<file path="config.mk">
export PLATFORM = sky130hd
export DESIGN_NAME = ram_port_arbiter_flat
export DESIGN_NICKNAME = d
export VERILOG_FILES = /design/src/rtl/ram_port_arbiter_if.sv /design/src/rtl/ram_port_arbiter.sv /design/src/flat_wrapper.sv
export SDC_FILE = /design/constraint.sdc
export NUM_CORES = 1
export LEC_CHECK = 0
export CAP_MARGIN = 20
export CORE_ASPECT_RATIO = 1.2
export CORE_MARGIN = 2
export CORE_UTILIZATION = 34
export CTS_BUF_LIST = sky130_fd_sc_hd__clkbuf_4 sky130_fd_sc_hd__clkbuf_8 sky130_fd_sc_hd__clkbuf_16
export DETAILED_ROUTE_END_ITERATION = 6
export GPL_TIMING_DRIVEN = 0
export PLACE_DENSITY_LB_ADDON = 0.08
export REMOVE_ABC_BUFFERS = 1
export SLEW_MARGIN = 30
export SYNTH_ARGS = -nofsm -noshare
export SYNTH_HDL_FRONTEND = slang
export SYNTH_SLANG_ARGS = --single-unit
</file>
<file path="constraint.sdc">
create_clock -name clk -period 1.47 [get_ports clk]
set_input_delay 0.441 -clock clk [delete_from_list [all_inputs] [get_ports clk]]
set_output_delay 0.441 -clock clk [all_outputs]
set_load 0.02 [all_outputs]
</file>
<file path="src/rtl/ram_port_arbiter_if.sv">
// Bundle between two requesters, the ram_port_arbiter and the dual-port RAM.
// slave is the arbiter's view; master is the requester/RAM side.
interface ram_port_arbiter_if #(
  parameter int DATA_W = 8,
  parameter int ADDR_W = 8
);
  logic              req_a, we_a, gnt_a, rvalid_a;
  logic [ADDR_W-1:0] addr_a;
  logic [DATA_W-1:0] wdata_a, rdata_a;
  logic              req_b, we_b, gnt_b, rvalid_b;
  logic [ADDR_W-1:0] addr_b;
  logic [DATA_W-1:0] wdata_b, rdata_b;
  logic              clear_req, busy;
  logic              ram_reset, ram_write_enable, ram_read_enable;
  logic [ADDR_W-1:0] ram_write_address, ram_read_address;
  logic [DATA_W-1:0] ram_data_in, ram_data_out;

  modport slave (
    input  req_a, we_a, addr_a, wdata_a, req_b, we_b, addr_b, wdata_b, clear_req, ram_data_out,
    output gnt_a, rvalid_a, rdata_a, gnt_b, rvalid_b, rdata_b, busy,
    output ram_reset, ram_write_enable, ram_read_enable, ram_write_address, ram_read_address, ram_data_in
  );

  modport master (
    output req_a, we_a, addr_a, wdata_a, req_b, we_b, addr_b, wdata_b, clear_req, ram_data_out,
    input  gnt_a, rvalid_a, rdata_a, gnt_b, rvalid_b, rdata_b, busy,
    input  ram_reset, ram_write_enable, ram_read_enable, ram_write_address, ram_read_address, ram_data_in
  );
endinterface

</file>
<file path="src/rtl/ram_port_arbiter.sv">
// Round-robin A/B arbiter in front of the dual-port RAM, with whole-memory clear sequencing.
// Define ARB_STATS_EN to add saturating per-requester grant counters.
module ram_port_arbiter #(
  parameter int DATA_W = 8,
  parameter int ADDR_W = 8
) (
  input  logic                clk,
  input  logic                reset,
  ram_port_arbiter_if.slave   bus
`ifdef ARB_STATS_EN
  ,
  output logic [15:0]         grant_cnt_a,
  output logic [15:0]         grant_cnt_b
`endif
);

  localparam logic [1:0] ST_ARB   = 2'd0;
  localparam logic [1:0] ST_CLEAR = 2'd1;
  localparam logic [1:0] ST_DRAIN = 2'd2;

  logic [1:0]        state;
  logic              last_b;
  logic              gnt_a, gnt_b;
  logic              wen, ren, ram_rst;
  logic [ADDR_W-1:0] waddr, raddr;
  logic [DATA_W-1:0] din;
  logic [1:0]        rd_pipe_a, rd_pipe_b;

  // Ties go to whoever did not win last; clear_req pre-empts any grant.
  always_comb begin
    gnt_a = 1'b0;
    gnt_b = 1'b0;
    if (state == ST_ARB && !bus.clear_req) begin
      gnt_a = bus.req_a & (~bus.req_b | last_b);
      gnt_b = bus.req_b & (~bus.req_a | ~last_b);
    end
  end

  always_ff @(posedge clk or posedge reset) begin
    if (reset) begin
      state     <= ST_ARB;
      last_b    <= 1'b1;
      wen       <= 1'b0;
      ren       <= 1'b0;
      ram_rst   <= 1'b0;
      waddr     <= '0;
      raddr     <= '0;
      din       <= '0;
      rd_pipe_a <= '0;
      rd_pipe_b <= '0;
    end else begin
      wen       <= 1'b0;
      ren       <= 1'b0;
      ram_rst   <= 1'b0;
      // Tag shifts regardless of state so reads in flight at clear still complete.
      rd_pipe_a <= {rd_pipe_a[0], gnt_a & ~bus.we_a};
      rd_pipe_b <= {rd_pipe_b[0], gnt_b & ~bus.we_b};
      case (state)
        ST_ARB: begin
          if (bus.clear_req) begin
            state   <= ST_CLEAR;
            ram_rst <= 1'b1;
          end else if (gnt_a) begin
            last_b <= 1'b0;
            if (bus.we_a) begin
              wen   <= 1'b1;
              waddr <= bus.addr_a;
              din   <= bus.wdata_a;
            end else begin
              ren   <= 1'b1;
              raddr <= bus.addr_a;
            end
          end else if (gnt_b) begin
            last_b <= 1'b1;
            if (bus.we_b) begin
              wen   <= 1'b1;
              waddr <= bus.addr_b;
              din   <= bus.wdata_b;
            end else begin
              ren   <= 1'b1;
              raddr <= bus.addr_b;
            end
          end
        end
        ST_CLEAR: state <= ST_DRAIN;
        ST_DRAIN: state <= ST_ARB;
        default:  state <= ST_ARB;
      endcase
    end
  end

`ifdef ARB_STATS_EN
  always_ff @(posedge clk or posedge reset) begin
    if (reset) begin
      grant_cnt_a <= '0;
      grant_cnt_b <= '0;
    end else if (state == ST_ARB && bus.clear_req) begin
      grant_cnt_a <= '0;
      grant_cnt_b <= '0;
    end else begin
      if (gnt_a && grant_cnt_a != 16'hFFFF) grant_cnt_a <= grant_cnt_a + 16'd1;
      if (gnt_b && grant_cnt_b != 16'hFFFF) grant_cnt_b <= grant_cnt_b + 16'd1;
    end
  end
`endif

  assign bus.gnt_a             = gnt_a;
  assign bus.gnt_b             = gnt_b;
  assign bus.rvalid_a          = rd_pipe_a[1];
  assign bus.rvalid_b          = rd_pipe_b[1];
  assign bus.rdata_a           = bus.ram_data_out;
  assign bus.rdata_b           = bus.ram_data_out;
  assign bus.busy              = (state != ST_ARB);
  assign bus.ram_reset         = ram_rst;
  assign bus.ram_write_enable  = wen;
  assign bus.ram_read_enable   = ren;
  assign bus.ram_write_address = waddr;
  assign bus.ram_read_address  = raddr;
  assign bus.ram_data_in       = din;

endmodule

</file>
<file path="src/flat_wrapper.sv">
// flat-port wrapper written by rule: the top's interface ports become plain ports
module ram_port_arbiter_flat 
#(
  parameter int DATA_W = 8,
  parameter int ADDR_W = 8
)
  (clk, reset, bus_req_a, bus_we_a, bus_addr_a, bus_wdata_a, bus_req_b, bus_we_b, bus_addr_b, bus_wdata_b, bus_clear_req, bus_ram_data_out, bus_gnt_a, bus_rvalid_a, bus_rdata_a, bus_gnt_b, bus_rvalid_b, bus_rdata_b, bus_busy, bus_ram_reset, bus_ram_write_enable, bus_ram_read_enable, bus_ram_write_address, bus_ram_read_address, bus_ram_data_in);
  ram_port_arbiter_if #(.DATA_W(DATA_W), .ADDR_W(ADDR_W)) bus_i ();
  input  logic clk;
  input  logic reset;
  input wire logic [$bits(bus_i.req_a)-1:0] bus_req_a;
  input wire logic [$bits(bus_i.we_a)-1:0] bus_we_a;
  input wire logic [$bits(bus_i.addr_a)-1:0] bus_addr_a;
  input wire logic [$bits(bus_i.wdata_a)-1:0] bus_wdata_a;
  input wire logic [$bits(bus_i.req_b)-1:0] bus_req_b;
  input wire logic [$bits(bus_i.we_b)-1:0] bus_we_b;
  input wire logic [$bits(bus_i.addr_b)-1:0] bus_addr_b;
  input wire logic [$bits(bus_i.wdata_b)-1:0] bus_wdata_b;
  input wire logic [$bits(bus_i.clear_req)-1:0] bus_clear_req;
  input wire logic [$bits(bus_i.ram_data_out)-1:0] bus_ram_data_out;
  output wire logic [$bits(bus_i.gnt_a)-1:0] bus_gnt_a;
  output wire logic [$bits(bus_i.rvalid_a)-1:0] bus_rvalid_a;
  output wire logic [$bits(bus_i.rdata_a)-1:0] bus_rdata_a;
  output wire logic [$bits(bus_i.gnt_b)-1:0] bus_gnt_b;
  output wire logic [$bits(bus_i.rvalid_b)-1:0] bus_rvalid_b;
  output wire logic [$bits(bus_i.rdata_b)-1:0] bus_rdata_b;
  output wire logic [$bits(bus_i.busy)-1:0] bus_busy;
  output wire logic [$bits(bus_i.ram_reset)-1:0] bus_ram_reset;
  output wire logic [$bits(bus_i.ram_write_enable)-1:0] bus_ram_write_enable;
  output wire logic [$bits(bus_i.ram_read_enable)-1:0] bus_ram_read_enable;
  output wire logic [$bits(bus_i.ram_write_address)-1:0] bus_ram_write_address;
  output wire logic [$bits(bus_i.ram_read_address)-1:0] bus_ram_read_address;
  output wire logic [$bits(bus_i.ram_data_in)-1:0] bus_ram_data_in;
  assign bus_i.req_a = bus_req_a;
  assign bus_i.we_a = bus_we_a;
  assign bus_i.addr_a = bus_addr_a;
  assign bus_i.wdata_a = bus_wdata_a;
  assign bus_i.req_b = bus_req_b;
  assign bus_i.we_b = bus_we_b;
  assign bus_i.addr_b = bus_addr_b;
  assign bus_i.wdata_b = bus_wdata_b;
  assign bus_i.clear_req = bus_clear_req;
  assign bus_i.ram_data_out = bus_ram_data_out;
  assign bus_gnt_a = bus_i.gnt_a;
  assign bus_rvalid_a = bus_i.rvalid_a;
  assign bus_rdata_a = bus_i.rdata_a;
  assign bus_gnt_b = bus_i.gnt_b;
  assign bus_rvalid_b = bus_i.rvalid_b;
  assign bus_rdata_b = bus_i.rdata_b;
  assign bus_busy = bus_i.busy;
  assign bus_ram_reset = bus_i.ram_reset;
  assign bus_ram_write_enable = bus_i.ram_write_enable;
  assign bus_ram_read_enable = bus_i.ram_read_enable;
  assign bus_ram_write_address = bus_i.ram_write_address;
  assign bus_ram_read_address = bus_i.ram_read_address;
  assign bus_ram_data_in = bus_i.ram_data_in;
  ram_port_arbiter #(.DATA_W(DATA_W), .ADDR_W(ADDR_W)) u_core (.clk(clk), .reset(reset), .bus(bus_i));
endmodule
</file>
### Word-level counts from Yosys, hierarchy flattened

Index checks and enable logic that the tools add are counted.

* bits in registers: 34
* bits of input ports: 47
* output and inout bits: 48
* logic and storage cells: 68

* equality and inequality tests: 5
* mux-type cells: 32
* bitwise gates (word level): 12
* reduce and logical (&&, ||, !) cells: 9

Operators with widths (count)
* two-way mux 8 bit: 12
* two-way mux 1 bit: 18
* AND reduction 5 bit: 2
* inequality test 2 bit (second input constant): 3
* NOT 1 bit: 6
* nonzero test 2 bit: 3
* AND 1 bit: 4
* case mux 2 bit (2 select lines): 1
* AND reduction 3 bit: 1
* == test 2 x 1 -> 1 bit (second input constant): 1
* zero test 2 bit: 1
* two-way mux 2 bit: 1
* inequality test 2 x 1 -> 1 bit (second input constant): 1
* bitwise OR 1 bit: 2
* logical AND 1 bit: 1
* zero test 1 bit: 1

### Logic depth before layout (Yosys ltp)

Gate-level depths: netlist of run 1.

* word-level depth: 8
* gate-level depth with buffers: 7
* depth with buffers taken out: 5

### Least setup slack after synthesis of run 1

No wires, ideal clock.

* path type: register -> register
* from: reg u_core.last_b
* to: reg u_core.din[5] (netlist: u_core.bus.ram_data_in[5])
* library setup time: 0.125 ns
* arrival time: 1.561 ns
* data required time: 1.345 ns
* setup slack: -0.216 ns
* stages on the path, launching flop included: 8
* clock period less this slack: 1.686 ns
* cells stage by stage: dfstp_2 > nand2b_4 > nand3_2 > inv_2 > a32o_2 > buf_6 > buf_12 > mux2_4

* elaborated cells between the ends (all ways): 12
* classes of those cells: eq/ne: 1; mux: 3; bitwise: 5; reduce/logical: 3

RTL lines
* start: declaration: line ram_port_arbiter.sv:22 `logic last_b;`
* start signal: assignment: line ram_port_arbiter.sv:42 `last_b <= 1'b1;`
* start signal: assignment: line ram_port_arbiter.sv:64 `last_b <= 1'b0;`
* start signal: assignment: line ram_port_arbiter.sv:74 `last_b <= 1'b1;`
* bitwise OR 1 bit (*): line ram_port_arbiter.sv:34 `gnt_a = bus.req_a & (~bus.req_b | last_b);`
* AND 1 bit (*): line ram_port_arbiter.sv:34
* two-way mux 1 bit (*): line ram_port_arbiter.sv:33 `if (state == ST_ARB && !bus.clear_req) begin`
* named net bus_gnt_a: line flat_wrapper.sv:21 `output wire logic [$bits(bus_i.gnt_a)-1:0] bus_gnt_a;`
* inequality test 2 bit (no source line) / nonzero test 2 bit (equally long branches)
* AND reduction 5 bit (no source line)
* end signal: assignment: line ram_port_arbiter.sv:68 `din <= bus.wdata_a;`
* end signal: assignment: line ram_port_arbiter.sv:78 `din <= bus.wdata_b;`
* end: declaration: line ram_port_arbiter.sv:26 `logic [DATA_W-1:0] din;`

Mark *: on every way through the listed nets, which the timed path passes. The rest lies on a longest branch.
A chain may end at the register's enable or synchronous reset.

### Worst setup path after layout of run 1

* from: reg u_core.state[1]
* to: out bus_gnt_a

* cells in the longest elaborated chain, start to end: 3

RTL lines
* start: declaration: line ram_port_arbiter.sv:21 `logic [1:0] state;`
* start signal: assignment: line ram_port_arbiter.sv:41 `state <= ST_ARB;`
* start signal: assignment: line ram_port_arbiter.sv:61 `state <= ST_CLEAR;`
* start signal: assignment: line ram_port_arbiter.sv:85 `ST_CLEAR: state <= ST_DRAIN;`
* zero test 2 bit: line ram_port_arbiter.sv:33
* logical AND 1 bit: line ram_port_arbiter.sv:33
* two-way mux 1 bit: line ram_port_arbiter.sv:33
* end: declaration: line flat_wrapper.sv:21

Every way passes these cells.

==> impl_metrics.yaml, run 1 <==
die:
  initial_core_util_pct: 35.3
  core_area_um2: 4590
  die-area_um2: 5350
  rows: 27
  die_w_um: 67.1
  die_height_um: 79.7
  pin_count: 95
power:
  ir_drop_mv: 0.693
  intPower_mw: 2.51
  pwr-share-comb_pct: 44.3
  p_sw_mw: 1.40
  powerDensity_nw_per_um2: 1560
  clockPowerShare_pct: 17.4
  power_mw: 3.92
  leakagePower_nw: 1.17
  p_sw_share_pct: 35.8
  p_seq_share_pct: 38.3
final_layout:
  drive_above_1_share_pct: 30.5
  postLayoutCoreUtil_pct: 54.7
  areaGrowthSynthToFinish_pct: 54.8
  n_antenna_cell: 0
  nets: 246
timing:
  fmax_ghz: 0.570
  period_share_pct: 119
  hold_viol_final: 0
  rsz0062_at_grt: "yes"
  setup_viol_count_final: 27
  maxSlewViolCount: 0
  skew_ps: 3.57
  timing.final.crit_period_ps: 1750
  setup_tns_ps: -6610
  whs_ps: 356
  worst_pin_slew_ps: 692
  relSlewSlack_pct: 53.8
  layout_setup_ws_ps: -284
place:
  port_buffers: 70
  globalplace.congestion: 0.744
  hpwl_um: 2460
  post-place-ws_ps: -1470
route:
  drc: 0
  dr.pass1.iters: 4
  vias_per_cell: 4.61
  first_iter_violations: 37
  wl_per_cell_um: 14.7
  vias: 1190
  wl_um: 3800
  ant_nets: 0
worst_hold_path:
  hp-start: "u_core.rd_pipe_b[0]$_DFF_PP0_"
  min_path_cells: 0
  whs_endpoint: "u_core.rd_pipe_b[1]$_DFF_PP0_"
  min_path_type: "reg -> reg"
outcome:
  violations: "setup timing"
  status: "finished, violations left"
grt:
  antenna_found_initial: 0
  grt_max_degree: 35
  grt_pass1_vias: 1229
  grt_pass1_wl_um: 6080
  overflow: 0
  grt.total_usage_pct: 15.7
synthesis:
  synth_adder_area_share_pct: 0
  synth_common_cells: "33 x dfrtp_1, 24 x mux2i_1, 18 x inv_1"
  async_flop_share_pct: 100
  synth_top_area_cell: "dfrtp_1"
  synth_compound_area_share_pct: 1.54
  ys_ff_latch: 34
  syn_area_um2: 1620
  netlist.area_leader.share_pct: 50.8
  synth.area.top_cells: "dfrtp_1 51%, mux2i_1 15%, mux2_2 10%"
  synth_edf_count: 0
  synth_top_family_by_area: "multiplexers"
  synthSimpleGateAreaFrac_pct: 4.62
  synth_xor_area_share_pct: 0
  ys.flop_type: "dfrtp_1"
  synthCells: 129
  synthMuxAreaShare_pct: 26.1
  yosys_warnings: 0
  synthMostInstantiatedCell: "dfrtp_1"
  synth.distinct_cells: 22
  syn_area_per_cell_um2: 12.6
  synth_seq_area_share_pct: 52.5
clocking:
  clk-insertion-delay-late_ps: 270
  cts_hold_buffers: 0
  clk_pin_slew_ps: 60
  cts.htree.levels: 2
  cts_buffers: 5
  cts.sink_count: 34
  cts_tree: "done"
  cts.root.buffer_cell: "clkbuf_8"
  clockBufferDepth: 2
worst_setup_path:
  rr_startpoint: "u_core.state[1]$_DFFE_PP0P_"
  crit_arrival_ps: 1310
  reg2reg_slack_ps: -270
  cp_top_family: "flip-flops"
  critical_path_required_ps: 1030
  reg2reg_to: "u_core.bus.ram_data_in[2]$_DFFE_PP0P_"
  critPathLaunch: "u_core.state[1]$_DFFE_PP0P_"
  critical_path.max_stage_delay_ps: 430
  cp-start-kind: "flip-flop"
  criticalPathCategory: "reg -> out"
  crit_buf_inv: 2
  worstPathMaxFanout: 3
  crit_chain: "nor3_4, nand3_4, inv_4, buf_6"
  crit_path_end_kind: "output pin"
  slowest_stage: "dfrtp_2"
  r2r_cells: 6
job:
  max_cap_viol_count: 0
what timing repair did:
item | CTS | global route
pin swaps | 4 | 3
cloned | 1 | 0
endpoints found under the setup margin | 60 | 34
buffers inserted | 9 | 4
gates resized for setup | 52 | 20
area by class of cell:
type	instances	area, um2
Clock buffer	8	91.3
Fill cell	420	2080
Inverter	20	77.6
Multi-Input combinational cell	55	627
Sequential cell	34	853
Tap cell	58	72.6
Timing Repair Buffer	83	792
layer usage:
layer | track usage, % | vias to the layer above | share of wire [%]
met4 | 4.90 | 0 | 1.3
li1 | - | 543 | -
met3 | 8.60 | 6 | 10
met5 | 0 | - | 0
met1 | 17.3 | 575 | 38
met2 | 25.4 | 66 | 51
power groups by stage:
stage          registers, mW  logic [mW]  clock network (mW)
2_1_floorplan           1.94       0.468                   0
3_3_place_gp            1.50        1.81                   0
3_5_place_dp            1.52        1.86                   0
4_1_cts                 1.50        1.69               0.713
5_1_grt                 1.55        1.86               0.773
6_report                1.50        1.74               0.681
layout by cell type (no fill, tap or decap), types with 2 or more instances in the layout:
cell type | Yosys | layout
mux2i_1 | 24 | 17
clkdlybuf4s50_1 | 0 | 35
buf_6 | 2 | 3
clkbuf_4 | 0 | 3
clkbuf_8 | 0 | 5
dfrtp_1 | 33 | 32
and2_1 | 2 | 2
nand3_4 | 0 | 2
inv_2 | 2 | 2
mux2i_2 | 0 | 6
clkdlybuf4s15_1 | 0 | 6
nor2_1 | 3 | 2
buf_4 | 16 | 10
inv_1 | 18 | 17
mux2_2 | 15 | 15
dlygate4sd2_1 | 0 | 26
buf_12 | 1 | 2
cell families after synthesis:
| group | after synthesis |
|---|---|
| compound gates | 3 |
| simple gates | 11 |
| flops | 34 |
| mux | 40 |
| buf+inv | 41 |
state kept, by name, indices dropped and copies added, names as in the netlist:
signal	flops
u_core.rd_pipe_b	2
u_core.bus.ram_read_address	8
u_core.bus.ram_write_enable	1
u_core.bus.ram_read_enable	1
u_core.last_b	1
u_core.state	2
u_core.bus.ram_reset	1
u_core.rd_pipe_a	2
u_core.bus.ram_write_address	8
u_core.bus.ram_data_in	8
stage by stage:
stage / area, um2 / std cells
after floorplan: 1450 / 108
after global placement: 2220 / 236
after detailed placement: 2230 / 236
after CTS: 2430 / 254
after global routing: 2510 / 258
final: 2510 / 258
worst max-delay path by stage:
stage	end	slack, ps	depth (start not counted)
2_1_floorplan	u_core.bus.ram_data_in[0]$_DFFE_PP0P_	-700	5
3_3_place_gp	u_core.bus.ram_read_address[2]$_DFFE_PP0P_	-1690	5
3_5_place_dp	u_core.bus.ram_data_in[2]$_DFFE_PP0P_	-1470	6
4_1_cts	bus_gnt_b	-280	4
5_1_grt	bus_gnt_a	-340	4
6_report	bus_gnt_a	-280	4
Note: power is estimated with default switching activity, not from simulation.
==> inputs of run 2 (changes only) <==
Settings changed: CORE_MARGIN 2 to 3.
==> impl_metrics.yaml, run 2 (synthesis results as in run 1) <==
die:
  die-area_um2: 5650
  rows: 26
  die_height_um: 81.7
  core_area_um2: 4420
  die_w_um: 69.1
  initial_core_util_pct: 36.7
  pin_count: 95
place:
  port_buffers: 70
  post-place-ws_ps: -1540
  hpwl_um: 2730
  globalplace.congestion: 0.728
  placed_area_um2: 2230
clocking:
  cts.root.buffer_cell: "clkbuf_8"
  clk-insertion-delay-late_ps: 280
  cts.sink_count: 34
  clockBufferDepth: 2
  clk_pin_slew_ps: 70
  cts_buffers: 5
  cts.htree.levels: 2
  cts_tree: "done"
timing:
  maxSlewViolCount: 0
  fmax_ghz: 0.559
  timing.final.crit_period_ps: 1790
  period_share_pct: 122
  setup_viol_count_final: 28
  relSlewSlack_pct: 54.3
  worst_pin_slew_ps: 684
  rsz0062_at_grt: "yes"
  hold_viol_final: 0
  skew_ps: 4.82
  layout_setup_ws_ps: -320
final_layout:
  final_area_um2: 2500
  multi_input_area_um2: 596
  layout_commonest_cell: "clkdlybuf4s50_1"
  drive_above_1_share_pct: 28.0
  n_antenna_cell: 0
  fillers: 396
  register_area_um2: 855
  areaGrowthSynthToFinish_pct: 53.9
  nets: 246
  layout_common_cells: "35 x clkdlybuf4s50_1, 31 x dfrtp_1, 27 x dlygate4sd2_1"
worst_setup_path:
  worstPathMaxFanout: 2
  rr_startpoint: "u_core.state[0]$_DFFE_PP0P_"
  r2r_cells: 6
  criticalPathCategory: "reg -> out"
  reg2reg_to: "u_core.bus.ram_data_in[0]$_DFFE_PP0P_"
  crit_path_end_kind: "output pin"
  crit_arrival_ps: 1350
  cp-start-kind: "flip-flop"
  reg2reg_slack_ps: -280
  critical_path_required_ps: 1030
grt:
  grt_use_met3_pct: 7.47
  antenna_found_initial: 0
  met2_usage_pct: 24.5
  met1_usage_pct: 15.5
  grt_busiest_layer: "met2"
  grt_pass1_vias: 1236
  grt.total_usage_pct: 14.5
  overflow: 0
  grt_pass1_wl_um: 6270
  grt_max_degree: 35
route:
  wl_um: 3960
  dr.pass1.iters: 2
  ant_nets: 0
  first_iter_violations: 13
  drc: 0
  wl_per_cell_um: 15.5
  vias: 1162
  vias_per_cell: 4.54
power:
  ir_drop_mv: 0.789
  powerDensity_nw_per_um2: 1610
  power_mw: 4.02
  leakagePower_nw: 1.20
outcome:
  violations: "setup timing"
  status: "finished, violations left"
worst_hold_path:
  hp-start: "u_core.rd_pipe_b[0]$_DFF_PP0_"
  min_path_type: "reg -> reg"
  whs_endpoint: "u_core.rd_pipe_b[1]$_DFF_PP0_"
  min_path_cells: 0
job:
  max_cap_viol_count: 0
[run 2: cell types whose count changed in the layout (fill, tap and decap cells not counted), sizes merged]
cell / previous run / this run
dlygate4sd2: 26 / 27
clkinv: 0 / 2
clkdlybuf4s15: 6 / 5
buf: 15 / 16
clkbuf: 9 / 5
bufinv: 0 / 1
[run 2: repair_timing]
item                                    in CTS  in global routing
pin swaps                                    6                  2
gates cloned                                 1                  0
endpoints found under the setup margin      60                 32
setup buffers                               12                  1
hold buffers                                 0                  0
gates resized for setup                     64                  6
[run 2: how the worst max path moves through the flow]
stage	to	cells after the start	slack [ps]	from
floorplan	u_core.bus.ram_data_in[0]$_DFFE_PP0P_	5	-700	u_core.last_b$_DFFE_PP1P_
finish	bus_gnt_a	5	-320	u_core.state[0]$_DFFE_PP0P_
detailed placement	u_core.bus.ram_data_in[0]$_DFFE_PP0P_	6	-1540	bus_clear_req
CTS	bus_gnt_a	5	-300	u_core.state[1]$_DFFE_PP0P_
global route	bus_gnt_a	5	-370	u_core.state[0]$_DFFE_PP0P_
global placement	u_core.bus.ram_read_address[0]$_DFFE_PP0P_	5	-1640	bus_clear_req
[run 2: area by class of cell]
class | instances | area share [%]
tap | 56 | 2.80
clock inverter | 3 | 1.60
timing repair buffer | 83 | 31.7
inverter | 20 | 3.10
multi-input combinational | 55 | 23.8
clock buffer | 5 | 2.75
sequential | 34 | 34.2
[run 2: stage by stage]
step	TNS [ps]	instances	utilization [%]	hold slack, ps
after floorplan	-15510	108	-	331
after global placement	-56380	234	50.2	335
after detailed placement	-39320	234	50.4	338
after CTS	-5300	255	56.0	354
after global routing	-7830	256	56.5	362
final	-5890	256	56.5	351
[run 2: critical path: stages, from the launching register on]
cell and delay (ps):
dfrtp_2 420, nor3_4 220, buf_6 140, nand3_4 90, inv_4 80, buf_6 110
[run 2: report_power, final]
group          total, mW  switching, mW  internal [mW]
sequential          1.49          0.176           1.31
clock              0.812          0.314          0.498
combinational       1.72          0.932          0.792
[run 2: per-layer routing]
layer  routed length (um)  up-vias
li1                     -      544
met1                 1470      542
met2                 2040       70
met3                  388        6
met4                   56        0
met5                    0        -
==> inputs of run 3 (changes only) <==
Settings changed: CORE_MARGIN 3 to 8.
==> impl_metrics.yaml, run 3 (synthesis results as in run 1) <==
outcome:
  status: "finished, violations left"
  violations: "setup timing"
grt:
  overflow: 0
  antenna_found_initial: 0
  grt_pass1_vias: 1390
  grt_pass1_wl_um: 6990
  grt_max_degree: 35
  grt.total_usage_pct: 12.3
final_layout:
  multi_input_area_um2: 621
  register_area_um2: 852
  layout_common_cells: "35 x clkdlybuf4s50_1, 33 x dfrtp_1, 21 x mux2i_1"
  drive_above_1_share_pct: 26.9
  nets: 245
  fillers: 401
  areaGrowthSynthToFinish_pct: 53.1
  final_area_um2: 2490
  layout_commonest_cell: "clkdlybuf4s50_1"
  postLayoutCoreUtil_pct: 54.1
  n_antenna_cell: 0
worst_setup_path:
  rr_startpoint: "u_core.state[0]$_DFFE_PP0P_"
  crit_chain: "nor3_4, nand3_2, inv_2, buf_6"
  worstPathMaxFanout: 3
  reg2reg_slack_ps: -260
  reg2reg_to: "u_core.bus.ram_data_in[1]$_DFFE_PP0P_"
  r2r_cells: 6
  critical_path.max_stage_delay_ps: 400
  slowest_stage: "dfrtp_1"
  critical_path_required_ps: 1030
  crit_arrival_ps: 1290
  crit_path_end_kind: "output pin"
  cp-start-kind: "flip-flop"
  criticalPathCategory: "reg -> out"
power:
  powerDensity_nw_per_um2: 1570
  ir_drop_mv: 0.783
  leakagePower_nw: 1.17
clocking:
  clk_pin_slew_ps: 60
  clk-insertion-delay-late_ps: 270
  cts_buffers: 5
  clockBufferDepth: 2
  cts.root.buffer_cell: "clkbuf_8"
  cts.htree.levels: 2
  cts.sink_count: 34
  cts_tree: "done"
timing:
  rsz0062_at_grt: "yes"
  timing.final.crit_period_ps: 1730
  period_share_pct: 118
  hold_viol_final: 0
  setup_tns_ps: -5180
  skew_ps: 3.35
  worst_pin_slew_ps: 683
  maxSlewViolCount: 0
  setup_viol_count_final: 27
  fmax_ghz: 0.578
  whs_ps: 354
  layout_setup_ws_ps: -261
  relSlewSlack_pct: 54.4
job:
  max_cap_viol_count: 0
die:
  rows: 27
  die_w_um: 79.1
  die_height_um: 91.7
  core_area_um2: 4590
  pin_count: 95
  initial_core_util_pct: 35.3
  die-area_um2: 7250
route:
  vias: 1155
  wl_per_cell_um: 16.5
  vias_per_cell: 4.53
  first_iter_violations: 24
  ant_nets: 0
  dr.pass1.iters: 4
  wl_um: 4210
  drc: 0
place:
  port_buffers: 70
  globalplace.congestion: 0.676
  hpwl_um: 3010
  placed_area_um2: 2230
  post-place-ws_ps: -1470
worst_hold_path:
  whs_endpoint: "u_core.rd_pipe_a[1]$_DFF_PP0_"
  min_path_type: "reg -> reg"
  min_path_cells: 0
  hp-start: "u_core.rd_pipe_a[0]$_DFF_PP0_"
[run 3: cell count changes in the layout (fill, tap and decap cells not counted), sizes merged]
cell	before	now
bufinv	1	0
clkbuf	5	6
clkinv	2	0
dlygate4sd2	27	20
buf	16	14
clkdlybuf4s15	5	12
nand3	3	4
[run 3: power breakdown]
group / switching (mW) / total, mW / internal (mW)
clock network: 0.283 / 0.643 / 0.360
logic: 0.938 / 1.75 / 0.812
registers: 0.192 / 1.50 / 1.31
[run 3: how the worst max path moves through the flow]
| stage | start | end | slack (ps) |
|---|---|---|---|
| floorplan | u_core.last_b$_DFFE_PP1P_ | u_core.bus.ram_data_in[0]$_DFFE_PP0P_ | -700 |
| global placement | bus_clear_req | u_core.bus.ram_read_address[5]$_DFFE_PP0P_ | -1690 |
| detailed placement | bus_clear_req | u_core.bus.ram_data_in[1]$_DFFE_PP0P_ | -1470 |
| CTS | u_core.state[0]$_DFFE_PP0P_ | bus_gnt_b | -260 |
| global route | u_core.state[0]$_DFFE_PP0P_ | u_core.bus.ram_data_in[0]$_DFFE_PP0P_ | -350 |
| finish | u_core.state[0]$_DFFE_PP0P_ | bus_gnt_b | -260 |
[run 3: metrics by stage]
step           total power, mW  std cells
4_1_cts                   3.90        252
6_report                  3.90        255
2_1_floorplan             2.41        108
5_1_grt                   4.17        255
3_3_place_gp              3.35        236
3_5_place_dp              3.41        236
[run 3: per-layer routing]
layer  global-route usage, %  vias to the layer above  wire length, um
met3                    7.52                        5              434
met5                       0                        -                0
met1                    11.6                      546             1500
li1                        -                      544                -
met2                    21.4                       60             2220
met4                    3.72                        0               52
[run 3: critical path: cells and delay by family, from the launching register on]
kind,cells,cell delay (ps)
buf+inv,2,200
flops,1,400
simple gates,2,410
[run 3: area by class of cell]
cell class                 instances  area share, %
sequential                        34           34.3
timing repair buffer              81           31.5
tap                               58           2.92
inverter                          20           3.02
multi-input combinational         56           25.0
clock buffer                       6           3.32
[run 3: repair_timing]
item                       in CTS  in global routing
cloned                          1                  1
setup endpoints to repair      60                 37
pin swaps                       6                  1
buffers inserted                9                  2
gates resized for setup        58                 15
hold buffers                    0                  0
hold endpoints to repair        0                  0
